===== src/rtl/tt_lq_return_buf.sv =====
// rtl/tt_lq_return_buf.sv - in-order load-return buffer with out-of-order response fill
package tt_briscv_pkg;
  localparam int LQ_DEPTH = 8;

  typedef struct packed {
    logic       load;
    logic       vl_is_zero;
    logic [4:0] rd;
    logic [2:0] size;
  } lq_info_s;
endpackage

module tt_lq_return_buf #(
  parameter int LQ_DEPTH      = tt_briscv_pkg::LQ_DEPTH,
  parameter int LQ_DEPTH_LOG2 = $clog2(LQ_DEPTH),
  parameter int DATA_W        = 32
) (
  input  logic                           i_clk,
  input  logic                           i_reset_n,
  input  logic                           i_alloc_vld,
  output logic                           o_alloc_rdy,
  input  tt_briscv_pkg::lq_info_s        i_alloc_info,
  output logic [LQ_DEPTH_LOG2-1:0]       o_alloc_lqid,
  input  logic                           i_resp_vld,
  input  logic [LQ_DEPTH_LOG2-1:0]       i_resp_lqid,
  input  logic [DATA_W-1:0]              i_resp_data,
  output logic                           o_ret_vld,
  input  logic                           i_ret_rdy,
  output tt_briscv_pkg::lq_info_s        o_ret_info,
  output logic [DATA_W-1:0]              o_ret_data,
  output logic                           o_resp_err,
  output logic [LQ_DEPTH_LOG2:0]         o_count,
  output logic                           o_empty,
  output logic                           o_full
);
  localparam int PW = LQ_DEPTH_LOG2 + 1;

  logic [PW-1:0]            r_head;
  logic [PW-1:0]            r_tail;
  logic [LQ_DEPTH-1:0]      r_valid;
  logic [LQ_DEPTH-1:0]      r_done;
  tt_briscv_pkg::lq_info_s  r_info [LQ_DEPTH];
  logic [DATA_W-1:0]        r_data [LQ_DEPTH];
  logic                     r_resp_err;

  logic [LQ_DEPTH_LOG2-1:0] w_head_idx;
  logic [LQ_DEPTH_LOG2-1:0] w_tail_idx;
  logic                     w_full;
  logic                     w_empty;
  logic                     w_alloc_fire;
  logic                     w_alloc_done;
  logic                     w_resp_legal;
  logic                     w_ret_vld;
  logic                     w_ret_fire;

  assign w_head_idx   = r_head[LQ_DEPTH_LOG2-1:0];
  assign w_tail_idx   = r_tail[LQ_DEPTH_LOG2-1:0];
  assign w_empty      = (r_head == r_tail);
  assign w_full       = (w_head_idx == w_tail_idx) && (r_head[PW-1] != r_tail[PW-1]);
  assign w_alloc_fire = i_alloc_vld && !w_full;
  // Non-loads and zero-length vector loads never see a memory response.
  assign w_alloc_done = !i_alloc_info.load || i_alloc_info.vl_is_zero;
  assign w_resp_legal = i_resp_vld && r_valid[i_resp_lqid] && !r_done[i_resp_lqid]
                        && r_info[i_resp_lqid].load;
  assign w_ret_vld    = r_valid[w_head_idx] && r_done[w_head_idx];
  assign w_ret_fire   = w_ret_vld && i_ret_rdy;

  assign o_alloc_rdy  = !w_full;
  assign o_alloc_lqid = w_tail_idx;
  assign o_ret_vld    = w_ret_vld;
  assign o_ret_info   = r_info[w_head_idx];
  assign o_ret_data   = r_data[w_head_idx];
  assign o_resp_err   = r_resp_err;
  assign o_count      = r_tail - r_head;
  assign o_empty      = w_empty;
  assign o_full       = w_full;

  // Alloc (tail), response (valid & !done) and retire (head, done) always touch distinct entries.
  always_ff @(posedge i_clk or negedge i_reset_n) begin
    if (!i_reset_n) begin
      r_head     <= '0;
      r_tail     <= '0;
      r_valid    <= '0;
      r_done     <= '0;
      r_resp_err <= 1'b0;
      for (int i = 0; i < LQ_DEPTH; i++) begin
        r_info[i] <= '0;
        r_data[i] <= '0;
      end
    end else begin
      r_resp_err <= i_resp_vld && !w_resp_legal;
      if (w_alloc_fire) begin
        r_valid[w_tail_idx] <= 1'b1;
        r_done[w_tail_idx]  <= w_alloc_done;
        r_info[w_tail_idx]  <= i_alloc_info;
        if (w_alloc_done) begin
          r_data[w_tail_idx] <= '0;
        end
        r_tail <= r_tail + PW'(1);
      end
      if (w_resp_legal) begin
        r_done[i_resp_lqid] <= 1'b1;
        r_data[i_resp_lqid] <= i_resp_data;
      end
      if (w_ret_fire) begin
        r_valid[w_head_idx] <= 1'b0;
        r_done[w_head_idx]  <= 1'b0;
        r_head              <= r_head + PW'(1);
      end
    end
  end
endmodule


===== config.mk =====
export PLATFORM = sky130hd
export DESIGN_NAME = tt_lq_return_buf
export DESIGN_NICKNAME = d
export VERILOG_FILES = /design/src/rtl/tt_lq_return_buf.sv
export SDC_FILE = /design/constraint.sdc
export NUM_CORES = 1
export LEC_CHECK = 0
export BUFFER_PORTS_ARGS = -buffer_cell sky130_fd_sc_hd__buf_2
export CAP_MARGIN = 25
export CORE_MARGIN = 1
export CORE_UTILIZATION = 45
export DETAILED_ROUTE_END_ITERATION = 7
export MAX_ROUTING_LAYER = met4
export SLEW_MARGIN = 20
export SYNTH_ARGS = -nofsm -noshare
export SYNTH_HDL_FRONTEND = slang
export SYNTH_SLANG_ARGS = --single-unit

===== constraint.sdc =====
create_clock -name i_clk -period 8.16 [get_ports i_clk]
set_clock_uncertainty 0.05 [all_clocks]
set_input_delay 0.816 -clock i_clk [delete_from_list [all_inputs] [get_ports i_clk]]
set_output_delay 0.816 -clock i_clk [all_outputs]
set_load 0.05 [all_outputs]

==> results.json <==
{
  "status": "finished clean",
  "hold_slack_ns": 0.2647,
  "path_class": "reg2reg",
  "timing.final.max_slew_violations": 0,
  "reg2reg_from": "r_head[2]$_DFFE_PN0N_",
  "port_buffers": 103,
  "cellLeakagePower_nw": 9.238,
  "async_reset_ff_share_pct": 100.0,
  "fmax_mhz": 232.7,
  "globalplace.congestion": 0.7745,
  "post_cts_buffers": 0,
  "drive_gt1_share_pct": 21.80,
  "via_per_inst": 5.460,
  "worstSetupStartpointType": "register",
  "vias": 12077,
  "synth_enable_flop_cells": 0,
  "finalHoldViolCount": 0,
  "synthToLayoutAreaGrowth_pct": 12.15,
  "ir_drop_uv": 334.8,
  "cts_tree": "yes",
  "syn_avg_cell_area_sq_um": 10.69,
  "timing.setup.tns_ns": 0,
  "clk_pin_slew_worst_paths_ns": 0.06,
  "cts.path.max_buffers": 3,
  "n_fill_cell": 3362,
  "cts.sinks": 361,
  "dpl_worst_slack_ns": 3.904,
  "synth.cell_area_sq_mm": 0.01733,
  "wl_per_cell_um": 20.21,
  "reg2reg_slack_ns": 3.86,
  "drc": 0,
  "cts_made_buffers": 39,
  "critPathCaptureType": "register",
  "post-route-period-util_pct": 52.66,
  "clk_latency_ns": 0.54,
  "ys_seq_area_share_pct": 52.13,
  "hp-class": "in2async",
  "synth_warnings": 0,
  "final_util_pct": 51.47,
  "htree_levels": 2,
  "endpoint": "r_data[2]$_DFF_PN0_",
  "ctsRootBufferMaster": "clkbuf_16",
  "cts_resized": 0,
  "fin_crit_ns": 4.297,
  "grt-ovfl-total": 0,
  "ant_nets": 0,
  "antenna_found_initial": 4,
  "crit_required_ns": 8.50,
  "first_iter_violations": 787,
  "grt_max_degree": 171,
  "synthCells": 1621,
  "nets": 1726,
  "cap_viol_max_count": 0,
  "r2r_end": "r_data[2]$_DFF_PN0_",
  "relSlewSlack_pct": 34.44,
  "multi_input_area_sq_mm": 0.007516,
  "grt_setup_unrepaired": "no",
  "num_rows": 71,
  "final.setup.worst_slack_ns": 3.863,
  "syn-num-nets": 1677,
  "power_density_mw_per_mm2": 428.2,
  "die_w_um": 198.2,
  "core_sq_mm": 0.03776,
  "hpwlAfterDp_mm": 25.93,
  "dieArea_sq_mm": 0.03930,
  "firstDrtPassIters": 5,
  "grt_pass1_wl_mm": 70.70,
  "synth-seq-cells": 361,
  "groute.usage.overall_pct": 24.46,
  "worst_pin_slew_ns": 0.9835,
  "wl_mm": 44.70,
  "grt_pass1_vias": 12308,
  "regArea_sq_mm": 0.009042,
  "die_height_um": 198.2,
  "rr_worst_depth": 8,
  "start_util_pct": 45.90,
  "io_pins": 104,
  "cp.arrival_ns": 4.64,
  "crit_fanout": 43,
  "synth_ff_type": "dfrtp_1",
  "hold_buffers": 0,
  "synth_cell_types": 49,
  "crit_start": "r_head[2]$_DFFE_PN0N_",
  "finalSetupViolCount": 0
}
-- synth_stat cells (2+ instances only) --
cell type	count	area share, %
mux2_2	80	5.2
a21oi_1	12	0.35
buf_1	20	0.43
inv_1	53	1.1
buf_4	15	0.65
a31oi_1	6	0.22
o21ai_1	47	1.4
nor2b_1	5	0.18
xnor2_1	8	0.40
nand2b_1	6	0.22
xor2_1	2	0.10
o21a_1	3	0.13
nand3b_1	2	0.087
mux4_2	84	11
clkbuf_2	3	0.087
nand4_1	5	0.18
o21ai_0	120	3.5
and2_1	2	0.072
o221ai_1	2	0.10
a21o_1	2	0.087
buf_2	33	0.95
nand2_1	509	11
dfrtp_1	361	52
nand4b_1	3	0.15
buf_6	5	0.32
nor3_1	7	0.20
nand3_1	45	1.3
buf_8	3	0.26
clkbuf_1	42	0.91
mux2i_1	102	5.9
ha_1	5	0.36
nor2_1	12	0.26
-- sequential cells by signal (all words and copies together) (netlist names) --
| register | count |
|---|---|
| r_tail | 4 |
| r_data | 256 |
| r_valid | 8 |
| r_info | 80 |
| r_done | 8 |
| o_resp_err | 1 |
| r_head | 4 |
-- worst min-delay path by stage --
stage,startpoint,to,slack (ns),cells after the start
final,i_reset_n,r_data[233]$_DFF_PN0_,0.26,1
after global routing,i_reset_n,r_data[233]$_DFF_PN0_,0.37,1
after CTS,i_reset_n,r_data[201]$_DFF_PN0_,0.35,1
after detailed placement,r_info[12]$_DFFE_PN0P_,r_info[12]$_DFFE_PN0P_,0.44,1
after global placement,r_info[54]$_DFFE_PN0P_,r_info[54]$_DFFE_PN0P_,0.43,1
after floorplan,r_data[160]$_DFF_PN0_,r_data[160]$_DFF_PN0_,0.42,2
-- layout by cell type, fill, tap and decap left out, types with 2 or more instances in the layout --
| cell | count |
|---|---|
| diode_2 | 4 |
| mux2i_1 | 102 |
| a31oi_1 | 6 |
| nand3_2 | 3 |
| o21ai_1 | 47 |
| mux2_2 | 80 |
| nand2_1 | 509 |
| a21o_1 | 2 |
| a21oi_1 | 12 |
| clkinv_2 | 10 |
| clkbuf_16 | 41 |
| nor3_1 | 4 |
| clkbuf_1 | 7 |
| dfrtp_1 | 358 |
| inv_1 | 53 |
| nand4_1 | 5 |
| nand2b_2 | 2 |
| nand3b_1 | 2 |
| nor3_2 | 3 |
| o21a_1 | 3 |
| xor2_1 | 2 |
| buf_12 | 4 |
| nand2b_1 | 4 |
| o21ai_0 | 120 |
| nand3_1 | 42 |
| nor2_1 | 12 |
| dfrtp_4 | 2 |
| mux4_2 | 84 |
| xnor2_1 | 8 |
| nand4b_1 | 3 |
| and2_1 | 2 |
| clkbuf_8 | 8 |
| buf_2 | 102 |
| o221ai_1 | 2 |
| ha_1 | 5 |
| buf_4 | 22 |
| nor2b_1 | 5 |
-- cell families (layout without fill, tap and decap cells) --
| logic type | count (synthesis) | in the layout | synth area share, % |
|---|---|---|---|
| fa+ha+maj | 6 | 6 | 0.4766 |
| xor+xnor | 10 | 10 | 0.5055 |
| flops | 361 | 361 | 52.13 |
| mux | 266 | 266 | 22.01 |
| compound gates | 200 | 200 | 6.073 |
| buf+inv | 175 | 251 | 4.787 |
| simple gates | 603 | 603 | 14.02 |
| other cells | 0 | 4 | 0 |
-- report_power, final --
group	total, mW	switching, mW	internal (mW)
sequential	3.13	0.522	2.61
combinational	3.45	2.09	1.35
clock	1.74	0.720	1.02
-- final cells by class --
class                   count  area share, %
repair buffers            129          3.966
multi-input cells        1085          38.68
diodes                      4        0.05151
flip-flops and latches    361          46.53
well taps                 511          3.290
clock inverters            12         0.4571
inverters                  54          1.043
clock buffers              56          5.982
-- per-layer routing --
| layer | share of wire, % | up-vias | track usage (%) |
|---|---|---|---|
| li1 | - | 5613 | - |
| met1 | 44 | 6102 | 33.03 |
| met2 | 48 | 310 | 38.79 |
| met3 | 5.5 | 52 | 4.190 |
| met4 | 1.7 | 0 | 5.369 |
| met5 | 0 | - | - |
-- through the flow --
stage                     power (mW)  cell area (sq um)  instances
after global placement         6.515              18100       2136
after floorplan                5.708              17330       1621
final                          8.321              19430       2212
after CTS                      8.385              19390       2206
after global routing           8.846              19430       2212
after detailed placement       6.622              18140       2138
-- worst max-delay path, stage by stage (launching register included) --
cell	delay, ns
dfrtp_4	0.86
inv_1	0.13
ha_1	0.35
nand3_1	0.13
o21a_1	0.53
nand4_1	0.77
nand2b_2	0.95
nand2_1	0.23
o21ai_0	0.10
Note: power is estimated with default switching activity, not from simulation.
